==> src/rtl/adder_tree_pkg.sv <==
// Shared constants and state encodings for the adder tree and its frame accumulator.
package adder_tree_pkg;

  localparam int ADDER_WIDTH = 28;

  typedef enum logic {
    ACC_IDLE = 1'b0,
    ACC_RUN  = 1'b1
  } acc_state_t;

  typedef enum logic {
    OUT_EMPTY = 1'b0,
    OUT_FULL  = 1'b1
  } out_state_t;

endpackage

==> src/rtl/adder_tree_out_reg.sv <==
// One-entry valid/ready holding register; a load into a full, unaccepted entry is dropped
// and reported on drop one cycle later.
module adder_tree_out_reg
  import adder_tree_pkg::*;
#(
  parameter int DATA_WIDTH = 8
) (
  input  logic                  clk,
  input  logic                  rst_n,
  input  logic                  load,
  input  logic [DATA_WIDTH-1:0] load_data,
  input  logic                  out_ready,
  output logic                  out_valid,
  output logic [DATA_WIDTH-1:0] out_data,
  output logic                  drop
);

  out_state_t            state_q, state_d;
  logic [DATA_WIDTH-1:0] data_q, data_d;
  logic                  drop_q, drop_d;

  always_comb begin
    state_d = state_q;
    data_d  = data_q;
    drop_d  = 1'b0;
    if (load) begin
      // A result may replace the held one only if it leaves in the same cycle.
      if (state_q == OUT_EMPTY || out_ready) begin
        data_d  = load_data;
        state_d = OUT_FULL;
      end else begin
        drop_d = 1'b1;
      end
    end else if (state_q == OUT_FULL && out_ready) begin
      state_d = OUT_EMPTY;
    end
  end

  always_ff @(posedge clk or negedge rst_n) begin
    if (!rst_n) begin
      state_q <= OUT_EMPTY;
      data_q  <= '0;
      drop_q  <= 1'b0;
    end else begin
      state_q <= state_d;
      data_q  <= data_d;
      drop_q  <= drop_d;
    end
  end

  assign out_valid = (state_q == OUT_FULL);
  assign out_data  = data_q;
  assign drop      = drop_q;

endmodule

==> src/rtl/adder_tree_accum.sv <==
// Frame accumulator behind the adder tree: sums frame_len tree outputs per frame and
// hands the total to a holding register without ever stalling the tree.
module adder_tree_accum
  import adder_tree_pkg::*;
#(
  parameter int IN_WIDTH    = 31,
  parameter int COUNT_WIDTH = 8
) (
  input  logic                            clk,
  input  logic                            rst_n,
  input  logic                            in_valid,
  input  logic [IN_WIDTH-1:0]             in_sum,
  input  logic [COUNT_WIDTH-1:0]          frame_len,
  input  logic                            clear,
  output logic                            out_valid,
  input  logic                            out_ready,
  output logic [IN_WIDTH+COUNT_WIDTH-1:0] out_sum,
  output logic [COUNT_WIDTH-1:0]          out_count,
  output logic                            busy,
  output logic                            overrun
);

  localparam int ACC_WIDTH = IN_WIDTH + COUNT_WIDTH;

  acc_state_t             state_q, state_d;
  logic [ACC_WIDTH-1:0]   acc_q, acc_d;
  logic [COUNT_WIDTH-1:0] count_q, count_d;
  logic [COUNT_WIDTH-1:0] len_q, len_d;

  logic [COUNT_WIDTH-1:0] len_eff;
  logic [ACC_WIDTH-1:0]   sum_ext;
  logic [ACC_WIDTH-1:0]   acc_sum;
  logic [COUNT_WIDTH-1:0] count_inc;
  logic                   complete;
  logic [ACC_WIDTH-1:0]   result_sum;
  logic [COUNT_WIDTH-1:0] result_count;

  assign len_eff   = (frame_len == '0) ? COUNT_WIDTH'(1) : frame_len;
  assign sum_ext   = {{COUNT_WIDTH{1'b0}}, in_sum};
  assign acc_sum   = acc_q + sum_ext;
  assign count_inc = count_q + COUNT_WIDTH'(1);

  always_comb begin
    state_d      = state_q;
    acc_d        = acc_q;
    count_d      = count_q;
    len_d        = len_q;
    complete     = 1'b0;
    result_sum   = acc_sum;
    result_count = len_q;
    if (clear) begin
      state_d = ACC_IDLE;
      acc_d   = '0;
      count_d = '0;
    end else if (in_valid) begin
      if (state_q == ACC_IDLE) begin
        len_d        = len_eff;
        result_sum   = sum_ext;
        result_count = len_eff;
        if (len_eff == COUNT_WIDTH'(1)) begin
          complete = 1'b1;
        end else begin
          acc_d   = sum_ext;
          count_d = COUNT_WIDTH'(1);
          state_d = ACC_RUN;
        end
      end else if (count_inc == len_q) begin
        complete = 1'b1;
        acc_d    = '0;
        count_d  = '0;
        state_d  = ACC_IDLE;
      end else begin
        acc_d   = acc_sum;
        count_d = count_inc;
      end
    end
  end

  always_ff @(posedge clk or negedge rst_n) begin
    if (!rst_n) begin
      state_q <= ACC_IDLE;
      acc_q   <= '0;
      count_q <= '0;
      len_q   <= '0;
    end else begin
      state_q <= state_d;
      acc_q   <= acc_d;
      count_q <= count_d;
      len_q   <= len_d;
    end
  end

  adder_tree_out_reg #(
    .DATA_WIDTH(ACC_WIDTH + COUNT_WIDTH)
  ) u_out_reg (
    .clk      (clk),
    .rst_n    (rst_n),
    .load     (complete),
    .load_data({result_count, result_sum}),
    .out_ready(out_ready),
    .out_valid(out_valid),
    .out_data ({out_count, out_sum}),
    .drop     (overrun)
  );

  assign busy = (state_q == ACC_RUN);

endmodule

==> config.mk <==
export PLATFORM = sky130hd
export DESIGN_NAME = adder_tree_accum
export DESIGN_NICKNAME = d
export VERILOG_FILES = /design/src/rtl/adder_tree_pkg.sv /design/src/rtl/adder_tree_out_reg.sv /design/src/rtl/adder_tree_accum.sv
export SDC_FILE = /design/constraint.sdc
export NUM_CORES = 1
export LEC_CHECK = 0
export ABC_AREA = 1
export BUFFER_PORTS_ARGS = -buffer_cell sky130_fd_sc_hd__clkbuf_2
export CORE_MARGIN = 8
export CORE_UTILIZATION = 40
export DETAILED_ROUTE_END_ITERATION = 8
export PLACE_DENSITY_LB_ADDON = 0.05
export SYNTH_ARGS = -nofsm -noshare
export SYNTH_HDL_FRONTEND = slang
export SYNTH_SLANG_ARGS = --single-unit
==> constraint.sdc <==
create_clock -name clk -period 6.4 [get_ports clk]
set_input_delay 1.28 -clock clk [delete_from_list [all_inputs] [get_ports clk]]
set_output_delay 1.28 -clock clk [all_outputs]
set_load 0.05 [all_outputs]
; ---- Word-level counts from Yosys, hierarchy flattened
; Index checks and enable logic that the tools add are counted.
[totals]
in_bits = 44
output_inout_bits = 50
word_cells = 54
register_bits = 105
[op_classes]
eq_ne = 4
n_reduce_logical = 8
bitwise_logic = 1
n_mux = 32
n_addsub = 2
[op_table]
columns = op, count
row1 = 39-bit two-way mux, 8
row2 = 8-bit two-way mux, 9
row3 = 39-bit by 31-bit adder with 39-bit output, 1
row4 = 1-bit two-way mux, 15
row5 = 8-bit by 1-bit adder with 8-bit output (second input constant), 1
row6 = 8-bit by 1-bit equality test with 1-bit output (second input constant), 1
row7 = 8-bit equality test, 1
row8 = 8-bit zero test, 1
row9 = 2-bit AND reduction, 3
row10 = 2-bit nonzero test, 2
row11 = 3-bit inequality test (second input constant), 1
row12 = 2-bit by 1-bit inequality test with 1-bit output (second input constant), 1
row13 = 1-bit logical AND, 1
row14 = 1-bit logical OR, 1
row15 = 1-bit inverter, 1

; ---- Depth between registers and ports, before layout
[depth]
depth_word = 9
ltp_mapped = 18
depth_no_buf = 18

; ---- Cells and area by module
; Synthesis repeated with hierarchy kept, for this count alone.
[hier_totals]
cells_unflattened = 1144
area_unflattened_um2 = 7497.2
[by_module_without_submodules]
columns = mod, cells_each, area_per_inst_um2, n_inst, seq_area_each_um2
row1 = adder_tree_accum, 933, 5556.6, 1, 1401.3
row2 = adder_tree_out_reg, 211, 1940.6, 1, 1226.2

; ---- Least setup slack after synthesis
; No wires, ideal clock.
[synth_timing]
path_kind = input -> register
start = in in_sum[0]
end = reg acc_q[28]
arrival_time_ns = 2.931
t_required_ns = 6.277
setup_ns = 0.123
setup_slack_ns = 3.346
cell_stages = 13
n_path_buf = 0
path_cell_list = ha_1 > inv_1 > fa_1 > inv_1 > nand2_1 > o21ai_0 > nand3_1 > nand3_1 > nand2_1 > nand3_1 > a21oi_1 > o21ai_0 > nand2_1
[synth_between]
elab_chain_cells = 5
[synth_rtl]
columns = item, line_no
row1 = start: declaration, adder_tree_accum.sv:12  ; input logic [IN_WIDTH-1:0] in_sum,
row2 = 39-bit by 31-bit adder with 39-bit output, adder_tree_accum.sv:40  ; assign acc_sum = acc_q + sum_ext;
row3 = 39-bit two-way mux, adder_tree_accum.sv:67  ; end else if (count_inc == len_q) begin
row4 = 39-bit two-way mux, adder_tree_accum.sv:56  ; if (state_q == ACC_IDLE) begin
row5 = 39-bit two-way mux, adder_tree_accum.sv:55  ; end else if (in_valid) begin
row6 = 39-bit two-way mux, adder_tree_accum.sv:51  ; if (clear) begin
row7 = end signal: assignment, adder_tree_accum.sv:82  ; acc_q <= '0;
row8 = end signal: assignment, adder_tree_accum.sv:87  ; acc_q <= acc_d;
row9 = end: declaration, adder_tree_accum.sv:26  ; logic [ACC_WIDTH-1:0] acc_q, acc_d;
; No other way between the ends. The select of a mux whose other input is x is not followed.
; A chain may end at the register's enable or synchronous reset.

; ---- Worst setup path in the final report
[layout_timing]
start = reg state_q, in the netlist busy
end = reg u_out_reg.data_q[13], in the netlist u_out_reg.out_data[13]
[layout_between]
elab_chain_cells = 4
word_cells_on_any_way = 7
classes_between = mux: 6 / reduce/logical: 1
[layout_rtl]
columns = item, line_no
row1 = start: declaration, adder_tree_accum.sv:25  ; acc_state_t state_q, state_d;
row2 = start signal: assignment, adder_tree_accum.sv:86  ; state_q <= state_d;
row3 = 1-bit two-way mux, adder_tree_accum.sv:56
row4 = 1-bit two-way mux, adder_tree_accum.sv:55
row5 = 1-bit two-way mux, adder_tree_accum.sv:51
row6 = 2-bit AND reduction (no line), n/a
row7 = end signal: assignment, adder_tree_out_reg.sv:46  ; data_q <= data_d;
row8 = end: declaration, adder_tree_out_reg.sv:19  ; logic [DATA_WIDTH-1:0] data_q, data_d;
; Several ways; a longest one is shown, not always the timed one.

==> flow_summary.yaml <==
timing:
  finalCritPeriodShare_pct: 57.81
  tns_ns: 0
  rsz0062_at_grt: "no"
  fmax_mhz: 270.3
  fin_skew_ns: 0.008895
  worst_slew_pin_slew_ns: 1.029
  finalMaxSlewViolations: 0
  relSlewSlack_pct: 31.28
  finalSetupViolCount: 0
  setup_slack_ns: 2.700
  min_period_ns: 3.700
  hold_violations: 0
  timing.hold.ws_ns: 0.4807
pwr:
  pwr-share-comb_pct: 38.5
  ir_worst_vdd_mv: 0.1526
  p_switching_uw: 1005
  intPower_uw: 1296
  p_clk_share_pct: 25.0
  power.density_mw_per_mm2: 267.8
  seqPwrFrac_pct: 36.5
  p_leak_uw: 0.004821
  switching_share_pct: 43.66
layout:
  syn_to_final_growth_pct: 12.26
  layout_common_cells: "nand2_1 (506), inv_1 (121), dfrtp_1 (105), o21ai_0 (102), clkbuf_2 (92)"
  final_common_cell: "nand2_1"
  diodes: 0
  final_area_sq_mm: 0.008591
  layoutNonFillerInstCount: 1501
  fin_nets: 1340
  final_layout_size_suffix_gt1_share_pct: 11.29
critical_path:
  endpoint_kind: "register"
  start_kind: "register"
  r2r_start: "busy$_DFFE_PN0P_"
  critPathKind: "reg2reg"
  timing.critical_path.from: "busy$_DFFE_PN0P_"
  reg2reg_slack_ns: 2.70
  crit_end: "u_out_reg.out_data[13]$_DFFE_PN0P_"
  worstPathArrival_ns: 3.94
  worstReg2RegEnd: "u_out_reg.out_data[13]$_DFFE_PN0P_"
  path_max_fanout: 70
  ff2ff_path_depth: 4
  required_ns: 6.64
logic_synthesis:
  synth_top_flop_cell: "dfrtp_1"
  synth_edf_count: 0
  ys_types: 39
  ys.warnings.count: 0
  synthCells: 1188
  syn-num-nets: 1265
  ys_seq_elements: 105
  syn_area_sq_mm: 0.007652
  async_flop_share_pct: 100.0
  synth.yosys.seq_area_share_pct: 34.34
  avgSynthCellArea_sq_um: 6.441
die:
  die_y_um: 154.3
  num_io_pins: 94
  die_w_um: 154.3
  fp.coreArea_sq_mm: 0.01877
  initial_utilization_pct: 40.77
  rows: 50
  dieArea_sq_mm: 0.02381
detailed_routing:
  wirelength_um: 24200
  drt-vias-per-instance: 5.085
  via_count: 7633
  postRouteAntennaNets: 0
  drt_first_iter_violations: 460
  drt-wirelength-per-cell_um: 16.13
  drcViolationCount: 0
  dr.pass1.iters: 5
place:
  portBuffers: 93
  gp_congestion: 0.9474
  dpl_cell_area_sq_mm: 0.008298
  dp_hpwl_um: 18510
  post-place-ws_ns: 2.632
  dp.cells: 1486
cts:
  cts_root_buf: "clkbuf_16"
  post_cts_resized: 0
  clkTransAtPathRegs_ns: 0.08
  clock-sinks: 105
  cts_tree: "yes"
  cts_hold_buf: 0
  clockBufferDepth: 2
  cts_setup_buffers: 0
  cts_buffers: 9
  htree_num_levels: 3
  clk_latency_ns: 0.36
grt:
  grt_overflow: 0
  grt_pass1_wl_um: 40030
  grtUsageTotal_pct: 20.84
  antenna_found_initial: 0
  grt_pass1_vias: 7623
  grt_max_degree: 71
flow_run:
  maxCapViolCount: 0
min_path:
  hold_path_class: "reg2reg"
run_status:
  outcome: "completed"
[critical path: stages (launching register included)]
cell and delay (ns):
dfrtp_1 0.89, inv_1 0.70, a21oi_1 0.62, nand4_4 0.87, o21ai_0 0.47
[registers in the layout, summed over array words and instances, names as in the netlist]
signal and count:
u_out_reg.out_valid 1, u_out_reg.out_data 47, len_q 8, acc_q 39
count_q 8, busy 1, u_out_reg.drop 1
[synthesized netlist by cell type (2+ instances only)]
cell type	count	area share, %
dfrtp_1	105	34
nand4_1	13	1.1
o21bai_1	7	0.69
or2_2	4	0.33
nand3_1	76	5.0
clkbuf_1	23	1.1
nor3_1	11	0.72
nand2_2	2	0.16
xor2_1	8	0.92
nor2_1	84	4.1
buf_2	4	0.26
o22ai_1	6	0.49
xnor2_1	8	0.92
nand3_2	11	1.4
nand2_1	506	25
a21oi_1	38	2.5
inv_2	2	0.098
a31oi_1	2	0.16
buf_6	3	0.44
buf_1	3	0.15
o21ai_0	102	6.7
ha_1	32	5.2
inv_1	122	6.0
[through the flow]
| stage | power (uW) | util, % |
|---|---|---|
| 2_1_floorplan | 1494 | - |
| 3_3_place_gp | 1743 | 44.21 |
| 3_5_place_dp | 1745 | 44.21 |
| 4_1_cts | 2333 | 45.77 |
| 5_1_grt | 2447 | 45.77 |
| 6_report | 2301 | 45.77 |
[how the worst min path moves through the flow]
stage	from	end	slack (ns)	depth (start not counted)
3_5_place_dp	u_out_reg.out_data[30]$_DFFE_PN0P_	u_out_reg.out_data[30]$_DFFE_PN0P_	0.47	2
6_report	u_out_reg.out_data[4]$_DFFE_PN0P_	u_out_reg.out_data[4]$_DFFE_PN0P_	0.48	2
4_1_cts	u_out_reg.out_data[30]$_DFFE_PN0P_	u_out_reg.out_data[30]$_DFFE_PN0P_	0.48	2
2_1_floorplan	acc_q[10]$_DFFE_PN0P_	acc_q[10]$_DFFE_PN0P_	0.45	2
5_1_grt	u_out_reg.out_data[38]$_DFFE_PN0P_	u_out_reg.out_data[38]$_DFFE_PN0P_	0.50	2
3_3_place_gp	u_out_reg.out_data[1]$_DFFE_PN0P_	u_out_reg.out_data[1]$_DFFE_PN0P_	0.46	2
[power by group through the flow]
stage	logic, uW	clock network (uW)	registers [uW]
after floorplan	356	0	1140
after global placement	889	0	853
after detailed placement	893	0	852
after CTS	895	597	841
after global routing	974	618	855
final	885	576	840
[logic make-up (layout without fill, tap and decap cells)]
family | Yosys count | after routing | synth area share (%)
DFF | 105 | 105 | 34.34
AOI/OAI and AO/OA | 158 | 158 | 10.82
buffers and inverters | 158 | 237 | 8.257
muxes | 1 | 1 | 0.1308
adders and majority gates | 33 | 33 | 5.494
xor gates and xnor gates | 16 | 16 | 1.831
and+or+nand+nor | 717 | 717 | 39.13
[routing by layer]
metal | share of wire [%] | track usage, %
met1 | 49 | 28.03
met2 | 46 | 34.54
met3 | 4.5 | 3.037
met4 | 1.4 | 5.040
met5 | 0 | 0
[final cells by class]
class	count	area [sq um]
Clock buffer	9	225.2
Clock inverter	6	67.56
Fill cell	2064	10180
Inverter	124	465.4
Multi-Input combinational cell	925	4407
Sequential cell	105	2628
Tap cell	234	292.8
Timing Repair Buffer	98	505.5
No activity file was read; power rests on OpenSTA's default activity.
